==> src/rtl/sram_port_arbiter_pkg.sv <==
// Shared definitions for the SRAM port arbiter: response-owner encoding,
// the default starvation limit and the read write-enable pattern.
package sram_port_arbiter_pkg;

    typedef enum logic [1:0] {
        OWN_NONE = 2'd0,
        OWN_IF   = 2'd1,
        OWN_MEM  = 2'd2
    } owner_e;

    localparam int         STARVE_MAX_DEFAULT = 4;
    localparam int         STARVE_W           = 3;
    localparam logic [3:0] WEN_READ           = 4'b0000;

endpackage

==> src/rtl/sram_starve_ctr.sv <==
// Saturating fetch-denial counter. clr has priority over inc; at_max flags
// that the fetch side has waited long enough to be forced through.
module sram_starve_ctr
    import sram_port_arbiter_pkg::*;
#(
    parameter int MAX = STARVE_MAX_DEFAULT
) (
    input  logic clock,
    input  logic reset,
    input  logic inc,
    input  logic clr,
    output logic at_max
);

    localparam logic [STARVE_W-1:0] MAX_C = STARVE_W'(MAX);

    logic [STARVE_W-1:0] cnt_reg;
    logic [STARVE_W-1:0] cnt_next;

    // Next count: clear, saturating increment, or hold.
    always_comb begin
        cnt_next = cnt_reg;
        if (clr) begin
            cnt_next = '0;
        end else if (inc && (cnt_reg != MAX_C)) begin
            cnt_next = cnt_reg + 1'b1;
        end
    end

    // Count register, cleared immediately by reset.
    always_ff @(posedge clock or negedge reset) begin
        if (!reset) begin
            cnt_reg <= '0;
        end else begin
            cnt_reg <= cnt_next;
        end
    end

    assign at_max = (cnt_reg == MAX_C);

endmodule

==> src/rtl/sram_port_arbiter.sv <==
// Shares one synchronous SRAM port between instruction fetch and data memory.
// Data side has fixed priority; fetch is forced through after STARVE_MAX
// consecutive denials. The 1-cycle read return is routed to its owner.
module sram_port_arbiter
    import sram_port_arbiter_pkg::*;
#(
    parameter int ADDR_W     = 32,
    parameter int DATA_W     = 32,
    parameter int STARVE_MAX = STARVE_MAX_DEFAULT
) (
    input  logic              clock,
    input  logic              reset,
    input  logic              if_req,
    input  logic [ADDR_W-1:0] if_addr,
    output logic              if_gnt,
    output logic              if_rvalid,
    output logic [DATA_W-1:0] if_rdata,
    input  logic              mem_req,
    input  logic [3:0]        mem_wen,
    input  logic [ADDR_W-1:0] mem_addr,
    input  logic [DATA_W-1:0] mem_wdata,
    output logic              mem_gnt,
    output logic              mem_rvalid,
    output logic [DATA_W-1:0] mem_rdata,
    output logic              sram_en,
    output logic [3:0]        sram_wen,
    output logic [ADDR_W-1:0] sram_addr,
    output logic [DATA_W-1:0] sram_wdata,
    input  logic [DATA_W-1:0] sram_rdata
);

    owner_e            owner_reg;
    owner_e            owner_next;
    logic [DATA_W-1:0] if_hold_reg;
    logic [DATA_W-1:0] mem_hold_reg;
    logic              starve_at_max;
    logic              starve_inc;

    // Fetch is denied whenever it asks and does not win; any other cycle
    // (granted or idle) breaks the run of denials.
    assign starve_inc = if_req && !if_gnt;

    sram_starve_ctr #(
        .MAX (STARVE_MAX)
    ) u_starve_ctr (
        .clock  (clock),
        .reset  (reset),
        .inc    (starve_inc),
        .clr    (!starve_inc),
        .at_max (starve_at_max)
    );

    // Grant selection and SRAM drive; grants are suppressed while in reset.
    always_comb begin
        if_gnt     = 1'b0;
        mem_gnt    = 1'b0;
        sram_wen   = WEN_READ;
        sram_addr  = '0;
        sram_wdata = '0;
        if (reset) begin
            if (if_req && (!mem_req || starve_at_max)) begin
                if_gnt = 1'b1;
            end else if (mem_req) begin
                mem_gnt = 1'b1;
            end
        end
        sram_en = if_gnt || mem_gnt;
        if (if_gnt) begin
            sram_addr = if_addr;
        end else if (mem_gnt) begin
            sram_wen   = mem_wen;
            sram_addr  = mem_addr;
            sram_wdata = mem_wdata;
        end
    end

    // Who owns next cycle's read data; writes return nothing.
    always_comb begin
        owner_next = OWN_NONE;
        if (if_gnt) begin
            owner_next = OWN_IF;
        end else if (mem_gnt && (mem_wen == WEN_READ)) begin
            owner_next = OWN_MEM;
        end
    end

    // Owner register; reset drops any response still in flight.
    always_ff @(posedge clock or negedge reset) begin
        if (!reset) begin
            owner_reg <= OWN_NONE;
        end else begin
            owner_reg <= owner_next;
        end
    end

    assign if_rvalid  = (owner_reg == OWN_IF);
    assign mem_rvalid = (owner_reg == OWN_MEM);

    // Capture returned data so each side keeps its last value between reads.
    always_ff @(posedge clock or negedge reset) begin
        if (!reset) begin
            if_hold_reg  <= '0;
            mem_hold_reg <= '0;
        end else begin
            if (if_rvalid) begin
                if_hold_reg <= sram_rdata;
            end
            if (mem_rvalid) begin
                mem_hold_reg <= sram_rdata;
            end
        end
    end

    assign if_rdata  = if_rvalid  ? sram_rdata : if_hold_reg;
    assign mem_rdata = mem_rvalid ? sram_rdata : mem_hold_reg;

endmodule

==> config.mk <==
export PLATFORM = sky130hd
export DESIGN_NAME = sram_port_arbiter
export DESIGN_NICKNAME = d
export VERILOG_FILES = /design/src/rtl/sram_port_arbiter_pkg.sv /design/src/rtl/sram_starve_ctr.sv /design/src/rtl/sram_port_arbiter.sv
export SDC_FILE = /design/constraint.sdc
export NUM_CORES = 1
export LEC_CHECK = 0
export CAP_MARGIN = 5
export CORE_AREA = 2 2 107 109
export CTS_BUF_LIST = sky130_fd_sc_hd__clkbuf_8 sky130_fd_sc_hd__clkbuf_16
export CTS_CLUSTER_DIAMETER = 150
export DETAILED_ROUTE_END_ITERATION = 8
export DIE_AREA = 0 0 109 111
export PLACE_DENSITY = 0.76
export SLEW_MARGIN = 30
export SYNTH_ARGS = -nofsm -noshare
export SYNTH_HDL_FRONTEND = slang
export SYNTH_HIERARCHICAL = 1
export SYNTH_SLANG_ARGS = --single-unit
==> constraint.sdc <==
create_clock -name clock -period 5.51 [get_ports clock]
set_clock_uncertainty 0.05 [all_clocks]
set_input_delay 1.102 -clock clock [delete_from_list [all_inputs] [get_ports clock]]
set_output_delay 1.102 -clock clock [all_outputs]
set_load 0.1 [all_outputs]
-- After elaboration in Yosys (flattened, before gate mapping)
Index checks and enable logic that the tools add are counted.
- add/sub/neg operators: 1
- equality and inequality tests: 5
- muxes and demuxes: 17
- reduce and logical (&&, ||, !) cells: 9
- operator list (operator ; number):
    $mux W32 ; 6
    $mux W4 ; 2
    $mux W3 ; 2
    $mux W1 ; 5
    $logic_and A1 B1 Y1 ; 4
    $logic_not A4 Y1 ; 1
    $mux W2 ; 2
    $add A3 B1 Y3 const B ; 1
    $eq A3 B3 Y1 const B ; 1
    $ne A3 B3 Y1 const B ; 1
    $eq A2 B1 Y1 const B ; 1
    $eq A2 B2 Y1 const B ; 1
    $logic_not A1 Y1 ; 2
    $logic_or A1 B1 Y1 ; 2
    $ne A2 B2 Y1 const B ; 1
- bits in registers: 69
- input port bits: 136
- output and inout bits: 137
- logic and storage cells: 36

-- Logic depth before layout (Yosys ltp)
- word-level depth: 10
- gate-level depth with buffers: 9
- gate-level depth less buffers: 8

-- Modules after synthesis
Netlist, hierarchy kept.
- modules (own cells, without submodules) (module ; times used ; cells an instance ; area each (um^2) ; sequential area each (um^2)):
    sram_port_arbiter ; 1 ; 229 ; 3135.5 ; 1651.6
    sram_starve_ctr ; 1 ; 18 ; 192.7 ; 75.1

-- Worst setup path before layout
No wires, ideal clock.
- path type: input to output
- start: input port mem_req
- end: output port sram_wdata[23]
- arrival time: 2.674 ns
- required time: 4.358 ns
- setup slack: 1.684 ns
- stages on the path: 4
- path buffers: 1
- cells stage by stage: nand2_1 a21oi_4 buf_2 and2_1
- word-level cells in the longest chain between the ends: 7
- elaborated cells on any way between the ends: 10
- classes of those cells: mux: 7; reduce/logical: 3
- RTL lines (item ; line ; RTL):
    from (decl) ; sram_port_arbiter.sv:18 ; input logic mem_req,
    $logic_not A1 Y1 ; sram_port_arbiter.sv:61 ; if (if_req && (!mem_req || starve_at_max)) begin
    $logic_or A1 B1 Y1 ; sram_port_arbiter.sv:61 ;
    $logic_and A1 B1 Y1 ; sram_port_arbiter.sv:61 ;
    $mux W1 (*) ; sram_port_arbiter.sv:61 ;
    $mux W1 (*) ; sram_port_arbiter.sv:60 ; if (reset) begin
    via mem_gnt ; sram_port_arbiter.sv:22 ; output logic mem_gnt,
    $mux W32 (*) ; sram_port_arbiter.sv:70 ; end else if (mem_gnt) begin
    $mux W32 (*) ; sram_port_arbiter.sv:68 ; if (if_gnt) begin
    to (decl) ; sram_port_arbiter.sv:28 ; output logic [DATA_W-1:0] sram_wdata,
The timed path passes the listed nets; every way through them passes the cells marked *.

-- Worst setup path after layout
- start: input port mem_req
- end: output port sram_addr[11]
- word-level cells in the longest chain between the ends: 7
- elaborated cells on any way between the ends: 10
- classes of those cells: mux: 7; reduce/logical: 3
- RTL lines (item ; line ; RTL):
    $logic_not A1 Y1 ; sram_port_arbiter.sv:61 ;
    $logic_or A1 B1 Y1 ; sram_port_arbiter.sv:61 ;
    $logic_and A1 B1 Y1 ; sram_port_arbiter.sv:61 ;
    $mux W1 ; sram_port_arbiter.sv:61 ;
    $mux W1 ; sram_port_arbiter.sv:60 ;
    $mux W32 ; sram_port_arbiter.sv:70 ;
    $mux W32 (*) ; sram_port_arbiter.sv:68 ;
    to (decl) ; sram_port_arbiter.sv:27 ; output logic [ADDR_W-1:0] sram_addr,
Mark *: on every way between the ends. The rest lies on a longest branch, timed or not.

==> metrics <==
hold endpoint if_hold_reg[29]; WL met3 1170 um; Req. time, crit path 4.36 ns; worst reg2reg endpoint u_starve_ctr/cnt_reg[0]; critical path type input pin to primary output; post-cts resize count 0; worst reg2reg path depth 8; post-DP HPWL 11600 um; layout cells sized above 1 0.338; Pwr Total 2.72 mW; crit path max fanout 40; crit-path cells clkdlybuf4s50_1 > nand2_1 > a21oi_4 > buf_12 > a22o_1 > buf_12; syn nets 385; initial DRC count 70; proportion of synthesized area in mux cells 0.224; initial core utilization 0.300; Ys Warns 6; placement row count 39; Placed Cells approximately 650; status completed; first-pass GRT wire length around 20000 um; clock tree from TritonCTS built; max-slew violations 0; Routed Antenna Nets 0; Post-Synthesis Cells 247; fill cell count 820; Reg clk slew, reported paths 0.06 ns; Critical Path Source Type input pin; Worst Setup End Kind primary output; P_leak 2.97 nW; Worst slew margin 0.325; die height 111 um; crit path DAT 3.02 ns; Pwr per Cell Area 381 mW/mm^2; Die X approximately 110 um; I/O pin count 273; HP Class flip-flop to flip-flop; Core ar. 0.0111 mm^2; number of global-route vias before repair 3343; Tmin final roughly 4.2 ns; Via Count 3099; Final GP Congestion 0.925; Reg2Reg Launch Point u_starve_ctr/cnt_reg[0]; CTS buffer count 9; Hold Crit Depth 1; overall routed net length 13900 um; post-synthesis cell area 0.00333 mm^2; total global routing overflow 0; TNS Setup 0 ns; Slowest-stage cell, CP clkdlybuf4s50_1; Tot GR Track Use 0.228; layout net count 655; synthesized flop and latch total 69; main combinational cell family by area after synthesis multiplexers; r2r setup slk 3.07 ns; sequential area share after synthesis 0.519; full die area 0.0121 mm^2; critical path's top delay family buffers and inverters; measured slew at the worst slew-check pin 1.01 ns; CP bufs+invs 3; Max-Cap Viols 0; post-CTS setup repair buffer count 0; Vias/cell ~4.7; Avg WL per Cell 20.9 um; DR DRC count 0; Clock Latency Late Sink about 0.32 ns; post-synthesis cell type count 27; Synth Area in Compound Gates 0.102; Setup-failing EPs final 0; H-tree depth 3; Adder-Cell Fraction of Synth Area 0.00752; VDD IR max 0.233 mV; M1 WL 4820 um; largest net degree at the start of global routing 69; XOR/XNOR share of the synthesized area 0; non-filler cells, final ~670; Tcrit/Tclk final 0.757; CTS max path bufs 2; max incr delay on CP around 0.53 ns; Max Fclk 0.240 GHz; initial antenna violation count 4; top routing layer used met5; HP Start if_hold_reg[29]; Hold Buf Count CTS 0; Most common cell on crit path buf_12; final count of hold timing violations 0; simple-gate share of the synthesized area 0.0985; metal2 WL 7420 um; CTS sink cnt 69; I/O Buffers 272; unrepaired setup endpoints after global routing no; area grow syn2layout 115%; Root Driver clkbuf_16; Syn Area/Cell 13.5 um^2; Pre-Repair DR Iteration Count 4
-- through the flow --
step	area (um^2)	setup WS, ns	hold slack (ns)	utilization
2_1_floorplan	3330	1.68	0.484	-
3_3_place_gp	6810	1.30	0.428	0.615
3_5_place_dp	6840	1.25	0.433	0.617
4_1_cts	7130	1.25	0.447	0.643
5_1_grt	7160	1.22	0.455	0.646
6_report	7160	1.34	0.444	0.646
-- power by group --
part           internal (mW)  switching (mW)  leakage (nW)
Sequential             0.602          0.0238         0.819
Clock                  0.347           0.211         0.138
Combinational          0.435            1.11          2.01
-- cells in the mapped netlist --
library cell  instances  area share
or2_2                 1      0.0019
mux2_2               64        0.22
nand2_1               1      0.0011
nor2b_1               2      0.0038
and4b_1               1      0.0030
buf_6                 9       0.030
a22o_2                8       0.024
mux2i_1               1      0.0030
nor4_1                1      0.0019
mux2_4                1      0.0045
clkbuf_2              3      0.0045
dfrtp_1              69        0.52
and2_1               38       0.071
buf_4                 1      0.0023
nand2b_1              3      0.0056
a22o_1               24       0.063
nor3_1                1      0.0015
inv_1                 4      0.0045
nand2_2               1      0.0019
a21oi_4               2      0.0098
a21boi_2              1      0.0034
buf_2                 5      0.0075
or2b_2                1      0.0026
nor2_1                1      0.0011
ha_1                  2      0.0075
and2b_2               1      0.0026
a21oi_1               1      0.0015
-- per-layer routing --
metal,global-route usage,vias up
met1,0.238,1511
met4,0.0812,4
met5,0,-
li1,-,1415
met3,0.0794,22
met2,0.413,147
-- logic make-up (layout without fill, tap and decap cells) --
group	Yosys count	in the layout
flip-flops	69	69
multiplexers	66	66
AND/OR/NAND/NOR	52	52
AO/OA/AOI/OAI	36	36
buffers and inverters	22	296
adder cells (fa/ha/maj)	2	2
other	0	2
-- area by class of cell --
cell class / instances / area [um^2] / share of cell area
Timing Repair Buffer: 277 / 3500 / 0.489
Multi-Input combinational cell: 156 / 1450 / 0.202
Inverter: 4 / 15.0 / 0.00210
Clock buffer: 9 / 225 / 0.0315
Tap cell: 143 / 179 / 0.0250
Antenna cell: 2 / 5.00 / 0.000699
Clock inverter: 6 / 63.8 / 0.00891
Sequential cell: 69 / 1730 / 0.241
-- placed cells by master (no fill, tap or decap), types with 3 or more instances in the layout --
| cell type | n |
|---|---|
| clkdlybuf4s50_1 | 198 |
| buf_12 | 72 |
| dfrtp_1 | 69 |
| mux2_2 | 64 |
| and2_1 | 38 |
| a22o_1 | 24 |
| clkbuf_16 | 9 |
| a22o_2 | 8 |
| inv_1 | 4 |
| buf_4 | 3 |
-- worst max-delay path by stage --
stage | start | to | slack, ns | depth (start not counted)
after floorplan | mem_req | sram_wdata[23] | 1.68 | 4
after global placement | if_req | sram_addr[11] | 1.30 | 5
after detailed placement | if_req | sram_addr[11] | 1.25 | 5
after CTS | if_req | sram_addr[11] | 1.25 | 5
after global routing | mem_req | sram_addr[11] | 1.22 | 6
final | mem_req | sram_addr[11] | 1.34 | 6
Note: power is estimated with default switching activity, not from simulation.
